File: config.mk
export PLATFORM = sky130hd
export DESIGN_NAME = sram_arbiter
export DESIGN_NICKNAME = d
export VERILOG_FILES = /design/src/rtl/sram_arbiter.sv
export SDC_FILE = /design/constraint.sdc
export NUM_CORES = 1
export LEC_CHECK = 0
export ABC_AREA = 1
export CORE_MARGIN = 2
export CORE_UTILIZATION = 40
export CTS_CLUSTER_DIAMETER = 150
export CTS_CLUSTER_SIZE = 12
export DETAILED_ROUTE_END_ITERATION = 6
export PLACE_DENSITY = 0.77
export SKIP_CTS_REPAIR_TIMING = 1
export SLEW_MARGIN = 0
export SYNTH_ARGS = -nofsm -noshare
export SYNTH_HDL_FRONTEND = slang
export SYNTH_SLANG_ARGS = --single-unit
export TNS_END_PERCENT = 5
File: constraint.sdc
create_clock -name clk -period 20.1 [get_ports clk]
set_clock_uncertainty 0.1 [all_clocks]
set_input_delay 2.01 -clock clk [delete_from_list [all_inputs] [get_ports clk]]
set_output_delay 2.01 -clock clk [all_outputs]
set_load 0.005 [all_outputs]
File: src/rtl/sram_arbiter.sv
// sram_arbiter
//   Shares one single-port, byte-enable-free sram between the instruction fetch
//   port (read-only) and the load/store port (read/write with byte strobes).
//   One transaction is in flight at a time. Reads take one cycle; full-word
//   stores write directly; partial stores are done as read-modify-write.
//
// Handshake: a request is accepted in the cycle where *_req_valid and
//   *_req_ready are both 1. Ready is only raised in IDLE, combinationally from
//   the valids, and only for the granted port. Request fields are sampled only
//   in the accept cycle. Responses are single-cycle *_rsp_valid pulses with no
//   backpressure; *_rsp_data holds its last value between pulses.
//
// Ports
//   clk, rst          clock, asynchronous active-high reset
//   i_req_*           fetch request (valid/ready/addr)
//   i_rsp_*           fetch response (valid pulse, data)
//   d_req_*           load/store request (valid/ready/we/addr/wdata/wstrb)
//   d_rsp_*           load/store response (valid pulse, load data or 0)
//   sram_*            single-port sram interface (1-cycle synchronous read)
module sram_arbiter #(
  parameter int XLEN         = 64,
  parameter int DEPTH        = 262144,
  parameter int STARVE_LIMIT = 4,
  localparam int AW = $clog2(DEPTH),
  localparam int SW = XLEN / 8
) (
  input  logic            clk,
  input  logic            rst,
  input  logic            i_req_valid,
  output logic            i_req_ready,
  input  logic [AW-1:0]   i_req_addr,
  output logic            i_rsp_valid,
  output logic [XLEN-1:0] i_rsp_data,
  input  logic            d_req_valid,
  output logic            d_req_ready,
  input  logic            d_req_we,
  input  logic [AW-1:0]   d_req_addr,
  input  logic [XLEN-1:0] d_req_wdata,
  input  logic [SW-1:0]   d_req_wstrb,
  output logic            d_rsp_valid,
  output logic [XLEN-1:0] d_rsp_data,
  output logic            sram_we,
  output logic [AW-1:0]   sram_addr,
  output logic [XLEN-1:0] sram_data_in,
  input  logic [XLEN-1:0] sram_data_out
);

  localparam int CW = $clog2(STARVE_LIMIT + 1);

  typedef enum logic [1:0] {
    IDLE   = 2'd0,
    RD_RSP = 2'd1,
    MERGE  = 2'd2,
    WR_ACK = 2'd3
  } state_e;

  state_e          state_q, state_d;
  logic            owner_q, owner_d;   // 1 = load/store port owns RD_RSP
  logic [AW-1:0]   addr_q, addr_d;
  logic [XLEN-1:0] wdata_q, wdata_d;
  logic [SW-1:0]   wstrb_q, wstrb_d;
  logic [CW-1:0]   starve_q, starve_d;
  logic [XLEN-1:0] i_rsp_data_q, i_rsp_data_d;
  logic [XLEN-1:0] d_rsp_data_q, d_rsp_data_d;

  logic            d_win;
  logic            both_valid;
  logic [XLEN-1:0] merged;

  // d wins ties unless fetch has lost STARVE_LIMIT contested rounds in a row.
  assign both_valid = i_req_valid && d_req_valid;
  assign d_win      = d_req_valid && (!i_req_valid || (starve_q != CW'(STARVE_LIMIT)));

  // Strobed bytes from the latched store data, the rest from the word just read.
  always_comb begin
    merged = '0;
    for (int b = 0; b < SW; b++) begin
      merged[8*b +: 8] = wstrb_q[b] ? wdata_q[8*b +: 8] : sram_data_out[8*b +: 8];
    end
  end

  always_comb begin
    state_d      = state_q;
    owner_d      = owner_q;
    addr_d       = addr_q;
    wdata_d      = wdata_q;
    wstrb_d      = wstrb_q;
    starve_d     = starve_q;
    i_rsp_data_d = i_rsp_data_q;
    d_rsp_data_d = d_rsp_data_q;
    i_req_ready  = 1'b0;
    d_req_ready  = 1'b0;
    i_rsp_valid  = 1'b0;
    d_rsp_valid  = 1'b0;
    sram_we      = 1'b0;
    sram_addr    = addr_q;
    sram_data_in = wdata_q;

    unique case (state_q)
      IDLE: begin
        if (d_win) begin
          d_req_ready = 1'b1;
          sram_addr   = d_req_addr;
          owner_d     = 1'b1;
          if (both_valid) starve_d = starve_q + CW'(1);
          if (!d_req_we) begin
            state_d = RD_RSP;
          end else if (&d_req_wstrb) begin
            sram_we      = 1'b1;
            sram_data_in = d_req_wdata;
            state_d      = WR_ACK;
          end else if (|d_req_wstrb) begin
            // Read the old word now; the write happens in MERGE.
            addr_d  = d_req_addr;
            wdata_d = d_req_wdata;
            wstrb_d = d_req_wstrb;
            state_d = MERGE;
          end else begin
            state_d = WR_ACK;
          end
        end else if (i_req_valid) begin
          i_req_ready = 1'b1;
          sram_addr   = i_req_addr;
          owner_d     = 1'b0;
          starve_d    = '0;
          state_d     = RD_RSP;
        end
      end
      RD_RSP: begin
        if (owner_q) begin
          d_rsp_valid  = 1'b1;
          d_rsp_data_d = sram_data_out;
        end else begin
          i_rsp_valid  = 1'b1;
          i_rsp_data_d = sram_data_out;
        end
        state_d = IDLE;
      end
      MERGE: begin
        sram_we      = 1'b1;
        sram_addr    = addr_q;
        sram_data_in = merged;
        state_d      = WR_ACK;
      end
      WR_ACK: begin
        d_rsp_valid  = 1'b1;
        d_rsp_data_d = '0;
        state_d      = IDLE;
      end
      default: state_d = IDLE;
    endcase
  end

  // Response data is shown in the pulse cycle and held afterwards.
  assign i_rsp_data = i_rsp_data_d;
  assign d_rsp_data = d_rsp_data_d;

  always_ff @(posedge clk or posedge rst) begin
    if (rst) begin
      state_q      <= IDLE;
      owner_q      <= 1'b0;
      addr_q       <= '0;
      wdata_q      <= '0;
      wstrb_q      <= '0;
      starve_q     <= '0;
      i_rsp_data_q <= '0;
      d_rsp_data_q <= '0;
    end else begin
      state_q      <= state_d;
      owner_q      <= owner_d;
      addr_q       <= addr_d;
      wdata_q      <= wdata_d;
      wstrb_q      <= wstrb_d;
      starve_q     <= starve_d;
      i_rsp_data_q <= i_rsp_data_d;
      d_rsp_data_q <= d_rsp_data_d;
    end
  end

endmodule

**After elaboration in Yosys (flattened, before gate mapping)**

Index checks and enable logic that the tools add are counted.

- Input bits: 177
- ROM bits: 0
- Register bits: 224
- Latch bits: 0
- Logic and storage cells: 71
- RAM bits: 0
- Memories kept: 0
- Output and inout bits: 215

- Shift operators: 0
- Bitwise operators: 1
- Mux-type cells: 43
- Reductions and logical operators: 12
- Multipliers: 0
- Magnitude comparators: 0
- Add/sub/neg operators: 1
- Divide/modulo/power cells: 0
- Eq/ne operators: 6

Operators with widths:

| kind | count |
|---|---|
| 64-bit 2-to-1 mux | 6 |
| 64-bit case mux with 2 select lines | 2 |
| 8-bit 2-to-1 mux | 8 |
| 18-bit 2-to-1 mux | 3 |
| 1-bit 2-to-1 mux | 15 |
| 3-bit 2-to-1 mux | 3 |
| 8-bit AND reduction | 1 |
| 8-bit OR reduction | 1 |
| 2-bit 2-to-1 mux | 3 |
| 3-bit inequality test, second input constant | 2 |
| 2-bit case mux with 3 select lines | 1 |
| 5-bit AND reduction | 1 |
| 2-bit equality test, second input constant | 2 |
| 1-bit case mux with 2 select lines | 2 |
| 3-bit by 1-bit adder with 3-bit output, second input constant | 1 |
| 3-bit AND reduction | 1 |
| 2-bit by 1-bit equality test with 1-bit output, second input constant | 1 |
| 1-bit logical AND | 2 |
| 2-bit logical NOT | 1 |
| 2-bit by 1-bit inequality test with 1-bit output, second input constant | 1 |
| 2-bit AND reduction | 1 |
| 2-bit nonzero test | 1 |
| 2-bit OR reduction | 1 |
| 1-bit logical NOT | 1 |
| other kinds (2) | 2 |

**Longest topological paths before layout**

Gate-level depths: netlist of run 1.

- Depth after elaboration: 6
- Gate-level depth with buffers: 10

**Worst setup path before layout of run 1**

Ideal clock, no wire load.

- Path type: input to output
- Start point: in i_req_valid
- End point: out sram_data_in[41]
- Slack: 15,156 ps
- Path buffers: 2
- Stages: 8
- Arrival: 2,834 ps
- Data required time: 17,990 ps
- Path through: nand3_1 -> nand3_2 -> nor2_2 -> buf_4 -> buf_4 -> nand2_1 -> nand3_1 -> nand3_1

- Longest elaborated chain between the ends: 5

RTL lines:

| item | line | source |
|---|---|---|
| start, declared | 29 | `input logic i_req_valid,` |
| 1-bit logical NOT | 72 | `assign d_win = d_req_valid && (!i_req_valid \|\| (starve_q != CW'(STARVE_LIMIT)));` |
| 1-bit logical OR | 72 |  |
| 1-bit logical AND | 72 |  |
| 64-bit 2-to-1 mux | 101 | `if (d_win) begin` |
| 64-bit case mux with 2 select lines | 99 | `unique case (state_q)` |
| end, declared | 44 | `output logic [XLEN-1:0] sram_data_in,` |

No other way between the ends.

**Worst setup path in the final report of run 1**

- Start point: in d_req_wstrb[4]
- End point: out sram_data_in[53]

- Longest elaborated chain between the ends: 5

RTL lines:

| item | line | source |
|---|---|---|
| start, declared | 39 | `input logic [SW-1:0] d_req_wstrb,` |
| 8-bit AND reduction | 108 | `end else if (&d_req_wstrb) begin` |
| 64-bit 2-to-1 mux | 108 |  |
| 64-bit 2-to-1 mux | 106 | `if (!d_req_we) begin` |
| 64-bit 2-to-1 mux | 101 |  |
| 64-bit case mux with 2 select lines | 99 |  |

No other way between the ends.

==> results_dict.tcl, run 1 <==
set metrics [dict create \
    status "complete, no violations" \
    clkSlewWorstSetupHoldPaths_ns 0.06 \
    floorplan.rows 61 \
    antenna_found_initial 1 \
    drt-pass1-iter-count 5 \
    final-hold-violation-count 0 \
    route.vias.total 11300 \
    ant_nets 0 \
    h-tree-depth 1 \
    yosysUniqueCellTypes 27 \
    postSynthAreaPerCell_um2 7.68 \
    post-dp-hpwl_mm 26.9 \
    max-slew-margin-rel 0.225 \
    routabilityCongestion 0.823 \
    grt_max_degree 106 \
    leakage_nw 7.66 \
    finalWirelength_mm 40.0 \
    grt_first_pass_wirelength_mm 60.9 \
    async_flop_share 1.00 \
    worst_hold_startpoint "addr_q[5]" \
    hold_depth 2 \
    internal-power_mw 1.60 \
    critical_path_arrival_ns 4.62 \
    timing.rr.end "wstrb_q[3]" \
    final_layout_size_suffix_gt1_frac 0.0286 \
    initial_utilization 0.407 \
    worst_hold_slack_ns 0.375 \
    max_freq_mhz 149 \
    grt_setup_unrepaired "no" \
    worst-r2r-setup-slack_ns 16.12 \
    avg_wl_per_cell_um 18.2 \
    clock-root-buffer "sky130_fd_sc_hd__clkbuf_16" \
    combPwrFrac 0.561 \
    tritoncts_clock_tree "yes" \
    power.ir.vdd_worst_v 0.000107 \
    finalMaxSlewViolations 0 \
    port_buffers 391 \
    clk_path_buf_depth 3 \
    timing.critical_path.to_type "output pin" \
    fp.dieArea_mm2 0.0297 \
    worst_pin_slew_ns 1.16 \
    die_w_um 172 \
    drc 0 \
    number_of_global_route_vias_before_repair 11100 \
    synth_sequential_area_ratio 0.494 \
    timing.critical_path.fanout_max 67 \
    yosysWarnings 0 \
    pwr-share-clk 0.148 \
    average_via_count_per_standard_cell 5.16 \
    cts_inserted_buffers 22 \
    synth_flop_cell "sky130_fd_sc_hd__dfrtp_1" \
    first_iter_violations 738 \
    postSynthRegisterBits 224 \
    tritoncts_num_sinks 224 \
    holdCritPathClass "reg2reg" \
    mappedNetlistNets 1656 \
    mappedNetlistArea_mm2 0.0113 \
    die_height_um 172 \
    most-common-layout-cells "sky130_fd_sc_hd__nand2_1, sky130_fd_sc_hd__clkdlybuf4s50_1, sky130_fd_sc_hd__inv_1, sky130_fd_sc_hd__dfrtp_1, sky130_fd_sc_hd__nor2_1" \
    hold_path_end "addr_q[5]" \
    power.share.sequential 0.291 \
    design.final.nets 1996 \
    finalCritPeriodShare 0.335 \
    setup_viols_final 0 \
    power.switching_fraction 0.387 \
    final_total_negative_setup_slack_ns 0 \
    rr_startpoint "state_q[0]" \
    core_region_area_mm2 0.0279 \
    worst-r2r-cell-count 7 \
    cap_viol_max_count 0 \
    track_usage 0.262 \
    shortest_period_the_worst_path_allows_ns 6.73 \
    mostFrequentLayoutCell "sky130_fd_sc_hd__nand2_1" \
    io_pins 392 \
    path_class "in2out" \
    worstPathRequired_ns 17.99 \
    clock_latency_on_the_worst_skew_pair_ns 0.51 \
    area_growth_pct 40.3 \
    syn_inst 1477 \
    synth_enable_flop_cells 0 \
    power_per_cell_area_mw_per_mm2 164 \
    grt_remaining_overflow 0 \
    power.switching_mw 1.01 \
    worstSetupStartpointType "primary input" \
]
-- layer usage --
metal / global-route usage / up-vias / part of all wire
met5: 0 / - / 0
met4: 0.102 / 0 / 0.036
met3: 0.0657 / 85 / 0.090
met2: 0.444 / 506 / 0.47
met1: 0.320 / 5359 / 0.40
li1: - / 5383 / -
-- worst max path at each step --
stage	startpoint	cells after the start	endpoint	slack, ns
6_report	d_req_wstrb[4]	9	sram_data_in[53]	13.37
5_1_grt	d_req_wstrb[4]	8	sram_we	13.22
3_5_place_dp	d_req_wstrb[4]	9	sram_data_in[0]	13.38
3_3_place_gp	d_req_wstrb[4]	9	sram_data_in[53]	13.29
4_1_cts	d_req_wstrb[4]	8	sram_we	13.37
2_1_floorplan	rst	1	addr_q[0]	11.86
-- cell type report --
type	count	area (um2)
inverters	231	875
diodes	1	2.50
flip-flops and latches	224	5610
repair buffers	402	4000
clock inverters	1	30.0
multi-input cells	936	4360
clock buffers	23	576
fillers	2515	11900
well taps	378	473
-- cell usage after synthesis, types with 7 or more instances --
| cell | n | area, um2 |
|---|---|---|
| sky130_fd_sc_hd__nand2_1 | 394 | 1480 |
| sky130_fd_sc_hd__inv_1 | 225 | 845 |
| sky130_fd_sc_hd__dfrtp_1 | 224 | 5610 |
| sky130_fd_sc_hd__nor2_1 | 128 | 480 |
| sky130_fd_sc_hd__nand3_1 | 121 | 606 |
| sky130_fd_sc_hd__o21ai_1 | 108 | 541 |
| sky130_fd_sc_hd__o22ai_1 | 64 | 400 |
| sky130_fd_sc_hd__a22oi_1 | 55 | 413 |
| sky130_fd_sc_hd__o21ai_0 | 35 | 175 |
| sky130_fd_sc_hd__buf_4 | 26 | 195 |
| sky130_fd_sc_hd__buf_2 | 23 | 115 |
| sky130_fd_sc_hd__clkbuf_1 | 17 | 63.8 |
| sky130_fd_sc_hd__buf_6 | 13 | 146 |
| sky130_fd_sc_hd__a21oi_1 | 11 | 55.1 |
| sky130_fd_sc_hd__o32ai_1 | 8 | 70.1 |
| sky130_fd_sc_hd__buf_1 | 7 | 26.3 |
-- state kept, by name, summed over array words and instances, names as in the netlist --
register      cells
starve_q          3
wdata_q          64
state_q           2
d_rsp_data_q     64
addr_q           18
owner_q           1
wstrb_q           8
i_rsp_data_q     64
-- power groups by stage --
stage	combinational [mW]	clock, mW	sequential (mW)
floorplan	0.675	0	0.732
global placement	1.44	0	0.756
detailed placement	1.46	0	0.763
CTS	1.47	0.395	0.759
global route	1.60	0.413	0.782
finish	1.46	0.387	0.760
-- cells by family after synthesis --
kind of cell    synth area share
xor+xnor                0.000772
buf+inv                    0.125
simple gates               0.233
compound gates             0.146
fa+ha+maj                0.00220
flops                      0.494
-- critical path, cell delays in order --
cell and delay (ns):
sky130_fd_sc_hd__clkdlybuf4s50_1 0.68, sky130_fd_sc_hd__nand2_1 0.09, sky130_fd_sc_hd__nor2_1 0.15, sky130_fd_sc_hd__nand2_1 0.12, sky130_fd_sc_hd__nor2_4 0.10, sky130_fd_sc_hd__buf_4 0.56
sky130_fd_sc_hd__nor2_1 0.08, sky130_fd_sc_hd__o21ai_1 0.21, sky130_fd_sc_hd__clkdlybuf4s50_1 0.57
-- per-stage QoR --
stage,setup WS (ns),total power [mW],instances,utilization,cell area (um2)
after floorplan,11.86,1.41,1477,-,11300
after global placement,13.29,2.19,2171,0.550,15300
after detailed placement,13.38,2.22,2171,0.550,15300
after CTS,13.37,2.63,2195,0.571,15900
after global routing,13.22,2.79,2196,0.571,15900
final,13.37,2.61,2196,0.571,15900
Power figures use the tool's default switching activity.
==> run 2: changes to the inputs <==
clock period = 7 ns   (was 20.1 ns; I/O delays follow)
==> run 2 against run 1 <==
  * Flip-flop and latch count is the same
  * Register-to-register slack lost 12 ns
  * Sequential power grew to 2.9 times the previous value
  * Non-clock buffer count shrank 1
  * Via count is essentially flat
  * Critical endpoint is now d_rsp_data[31]
  * Hold slack lost 0.0033 ns
  * Clock power grew to 2.8 times the previous value
  * Cell count is essentially flat
  * Combinational power grew to 2.9 times the previous value
  * Cell area is essentially flat
  * Critical path type is now reg2out
==> results_dict.tcl, run 2 (synthesized netlist as in run 1, its figures left out) <==
set metrics [dict create \
    mostFrequentLayoutCell "sky130_fd_sc_hd__nand2_1" \
    finalMaxSlewViolations 0 \
    final_total_negative_setup_slack_ns 0 \
    final-hold-violation-count 0 \
    grt_remaining_overflow 0 \
    io_pins 392 \
    worst_pin_slew_ns 1.15 \
    die_w_um 172 \
    fillerInstances 2476 \
    clkSlewWorstSetupHoldPaths_ns 0.06 \
    timing.critical_path.fanout_max 34 \
    leakage_nw 7.66 \
    ant_nets 0 \
    clk_path_buf_depth 3 \
    area_growth_pct 40.2 \
    cp.buffers_inverters 3 \
    timing.critical_path.to_type "output pin" \
    shortest_period_the_worst_path_allows_ns 4.64 \
    die_height_um 172 \
    critical-path-slowest-cell "sky130_fd_sc_hd__dfrtp_1" \
    cell_area_after_layout_mm2 0.0159 \
    cap_viol_max_count 0 \
    first_iter_violations 819 \
    crit_start "state_q[0]" \
    finalCritPeriodShare 0.664 \
    core_region_area_mm2 0.0279 \
    number_of_global_route_vias_before_repair 10900 \
    max-slew-margin-rel 0.234 \
    average_via_count_per_standard_cell 5.16 \
    max_freq_mhz 215 \
    clock_latency_on_the_worst_skew_pair_ns 0.51 \
    cp.depth 6 \
    tritoncts_clock_tree "yes" \
    h-tree-depth 1 \
    crit_path_end "d_rsp_data[31]" \
    dpl-instance-area_mm2 0.0153 \
    grt_first_pass_wirelength_mm 60.1 \
    cp_slowest_stage_delay_ns 0.88 \
    floorplan.rows 61 \
    insertedDiodeCount 0 \
    track_usage 0.258 \
    route.vias.total 11300 \
    grt_max_degree 122 \
    worstPathRequired_ns 6.20 \
    status "complete, no violations" \
    grt_setup_unrepaired "no" \
    timing.critical_path.max_delay_family "buffers and inverters" \
    tritoncts_num_sinks 224 \
    final_layout_size_suffix_gt1_frac 0.0281 \
    post-dp-hpwl_mm 26.7 \
    worst-r2r-cell-count 4 \
    fp.dieArea_mm2 0.0297 \
    finalWorstSetupSlack_ns 2.36 \
    layout_top_registers "d_rsp_data_q (64), i_rsp_data_q (64), wdata_q (64)" \
    drc 0 \
    port_buffers 391 \
    finalWirelength_mm 39.8 \
    most-common-layout-cells "sky130_fd_sc_hd__nand2_1, sky130_fd_sc_hd__clkdlybuf4s50_1, sky130_fd_sc_hd__inv_1, sky130_fd_sc_hd__dfrtp_1, sky130_fd_sc_hd__nor2_1" \
    power.ir.vdd_worst_v 0.000241 \
    setup_slack_placement_ns 2.86 \
    setup_viols_final 0 \
    power_per_cell_area_mw_per_mm2 471 \
    worstPathCellList "inv_2 > nor2_1 > nand2_2 > buf_4 > o22ai_1 > clkdlybuf4s50_1" \
    rr_startpoint "state_q[0]" \
    cts_inserted_buffers 22 \
    initial_utilization 0.407 \
    drt-pass1-iter-count 5 \
    finalPower_mw 7.49 \
    path_class "reg2out" \
    clock-root-buffer "sky130_fd_sc_hd__clkbuf_16" \
    routabilityCongestion 0.837 \
    worstSetupStartpointType "flip-flop" \
    critical_path_arrival_ns 3.84 \
    fin_util 0.571 \
    holdCritPathClass "reg2reg" \
    avg_wl_per_cell_um 18.2 \
    antenna_found_initial 0 \
    design.final.nets 1995 \
    worst-r2r-setup-slack_ns 3.95 \
    timing.rr.end "d_rsp_data_q[31]" \
]
==> run 2: changes by cell type in the layout (fill, tap and decap cells not counted), sizes merged <==
cell,change
buf,-1
diode,-1
==> run 2: final cells by class <==
class | instances | area [um2] | share of cell area
Clock buffer | 23 | 576 | 0.0362
Clock inverter | 1 | 30.0 | 0.00189
Inverter | 231 | 875 | 0.0550
Multi-Input combinational cell | 936 | 4360 | 0.274
Sequential cell | 224 | 5610 | 0.352
Tap cell | 378 | 473 | 0.0297
Timing Repair Buffer | 401 | 3990 | 0.251
==> run 2: worst reg2reg max path: stages (launching register included) <==
cell                      delay [ns]
sky130_fd_sc_hd__dfrtp_1        0.88
sky130_fd_sc_hd__inv_2          0.17
sky130_fd_sc_hd__a21oi_4        0.90
sky130_fd_sc_hd__buf_4          0.58
sky130_fd_sc_hd__o22ai_1        0.25
==> run 2: routing by layer <==
metal  up-vias  GRT usage  routed length (um)
met3        75     0.0623                3760
met2       501      0.450               19100
met1      5367      0.316               15800
li1       5380          -                   -
met4         0     0.0778                1150
met5         -          0                   0
==> run 2: worst min path at each step <==
stage,from,end,slack [ns],cells after the start
after floorplan,addr_q[0],addr_q[0],0.34,2
after global placement,wdata_q[39],wdata_q[39],0.35,2
after detailed placement,addr_q[5],addr_q[5],0.36,2
after CTS,wdata_q[15],wdata_q[15],0.37,2
after global routing,wdata_q[39],wdata_q[39],0.39,2
final,wdata_q[15],wdata_q[15],0.37,2
==> run 2: metrics by stage <==
step	cells	hold slack (ns)
global placement	2170	0.353
finish	2194	0.371
global route	2194	0.390
detailed placement	2170	0.357
floorplan	1477	0.337
CTS	2194	0.374
==> run 2: report_power, final <==
group          switching (mW)  leakage (nW)  total [mW]  internal (mW)
Combinational            2.09          4.55        4.19           2.10
Sequential              0.315          2.81        2.20           1.88
Clock                   0.490         0.298        1.10          0.613
Total                    2.90          7.66        7.49           4.60
==> run 3: changes to the inputs <==
clock period = 4.6 ns   (was 7 ns; I/O delays follow)
==> run 3 against run 2 <==
  * Global-route usage increased by 0.069 points
  * Die area unchanged
  * Largest cell class unchanged
  * Critical path type unchanged
  * Sequential power increased by 50%
  * Power increased by 53%
  * Combinational power increased by 54%
  * Critical endpoint is now sram_data_in[29]
==> results_dict.tcl, run 3 (synthesized netlist as in run 1, its figures left out) <==
set metrics [dict create \
    io_pins 392 \
    number_of_global_route_vias_before_repair 11000 \
    cts_inserted_buffers 22 \
    fillerInstances 2446 \
    final-hold-violation-count 0 \
    avg_wl_per_cell_um 18.0 \
    leakage_nw 7.70 \
    drc 0 \
    final_layout_size_suffix_gt1_frac 0.0308 \
    tritoncts_clock_tree "yes" \
    first_iter_violations 904 \
    die_height_um 172 \
    area_growth_pct 41.0 \
    rr_startpoint "starve_q[0]" \
    initial_utilization 0.407 \
    h-tree-depth 1 \
    layout_top_registers "d_rsp_data_q (64), i_rsp_data_q (64), wdata_q (64)" \
    core_region_area_mm2 0.0279 \
    fp.dieArea_mm2 0.0297 \
    clock-root-buffer "sky130_fd_sc_hd__clkbuf_16" \
    power.ir.vdd_worst_v 0.000385 \
    cap_viol_max_count 0 \
    mostFrequentLayoutCell "sky130_fd_sc_hd__nand2_1" \
    die_w_um 172 \
    worstPathCellList "nand2_2 > buf_4 > nor2_1 > a22oi_1 > o21ai_1 > clkdlybuf4s50_1" \
    grt_remaining_overflow 0 \
    shortest_period_the_worst_path_allows_ns 3.95 \
    finalMaxSlewViolations 0 \
    worstPathRequired_ns 4.04 \
    finalPower_mw 11.4 \
    grt_first_pass_wirelength_mm 60.4 \
    cp_slowest_stage_delay_ns 0.71 \
    setup_viols_final 0 \
    holdCritPathClass "in2async" \
    design.final.nets 2000 \
    cp.buffers_inverters 2 \
    worst_hold_slack_ns 0.275 \
    clk_path_buf_depth 3 \
    grt_max_degree 109 \
    insertedDiodeCount 0 \
    average_via_count_per_standard_cell 5.14 \
    power_per_cell_area_mw_per_mm2 714 \
    floorplan.rows 61 \
    drt-pass1-iter-count 5 \
    port_buffers 391 \
    most-common-layout-cells "sky130_fd_sc_hd__nand2_1, sky130_fd_sc_hd__clkdlybuf4s50_1, sky130_fd_sc_hd__inv_1, sky130_fd_sc_hd__dfrtp_1, sky130_fd_sc_hd__nor2_1" \
    ant_nets 0 \
    clkSlewWorstSetupHoldPaths_ns 0.07 \
    routabilityCongestion 0.866 \
    multiInputGateArea_mm2 0.00436 \
    worstSetupStartpointType "flip-flop" \
    finalWirelength_mm 39.7 \
    worst_pin_slew_ns 1.11 \
    path_class "reg2out" \
    status "complete, no violations" \
    worst-r2r-setup-slack_ns 1.61 \
    critical-path-slowest-cell "sky130_fd_sc_hd__dfrtp_1" \
    antenna_found_initial 0 \
    route.vias.total 11300 \
    tritoncts_num_sinks 224 \
    post-dp-hpwl_mm 27.4 \
    track_usage 0.259 \
    timing.critical_path.to_type "output pin" \
    clock_latency_on_the_worst_skew_pair_ns 0.50 \
    timing.critical_path.max_delay_family "simple AND/OR/NAND/NOR gates" \
    grt_setup_unrepaired "no" \
    max-slew-margin-rel 0.263 \
    final_total_negative_setup_slack_ns 0 \
    timing.critical_path.fanout_max 12 \
    worst-r2r-cell-count 9 \
    critical_path_arrival_ns 3.39 \
    max_freq_mhz 253 \
    regArea_mm2 0.00561 \
    finalCritPeriodShare 0.858 \
    timing.rr.end "wdata_q[42]" \
]
## run 3: report_power, final
| part | switching (mW) | leakage [nW] | internal, mW |
|---|---|---|---|
| clock | 0.726 | 0.298 | 0.934 |
| combinational | 3.22 | 4.59 | 3.24 |
| sequential | 0.447 | 2.81 | 2.86 |
## run 3: how the worst max path moves through the flow
stage | endpoint | depth (start not counted) | start
floorplan | addr_q[0] | 1 | rst
global placement | sram_data_in[7] | 10 | d_req_wstrb[6]
detailed placement | sram_data_in[39] | 10 | d_req_wstrb[4]
CTS | sram_data_in[29] | 6 | state_q[1]
global route | sram_data_in[29] | 6 | state_q[1]
finish | sram_data_in[29] | 6 | state_q[1]
## run 3: final cells by class
type / count / share of cell area
Timing Repair Buffer: 406 / 0.255
Sequential cell: 224 / 0.350
Clock inverter: 1 / 0.00188
Clock buffer: 23 / 0.0360
Multi-Input combinational cell: 936 / 0.273
Tap cell: 378 / 0.0295
Inverter: 231 / 0.0544
## run 3: per-layer routing
layer,GRT usage,up-vias,wire length (um)
met3,0.0618,77,3600
met2,0.435,515,18900
met4,0.0837,0,1210
li1,-,5390,-
met5,0,-,0
met1,0.329,5316,15900
## run 3: through the flow
stage / setup slack [ns] / cell area (um2) / cells / utilization
2_1_floorplan: 1.12 / 11400 / 1477 / -
3_3_place_gp: 1.05 / 15400 / 2175 / 0.553
5_1_grt: 0.538 / 16000 / 2199 / 0.575
3_5_place_dp: 1.06 / 15400 / 2175 / 0.553
6_report: 0.655 / 16000 / 2199 / 0.575
4_1_cts: 0.642 / 16000 / 2199 / 0.575
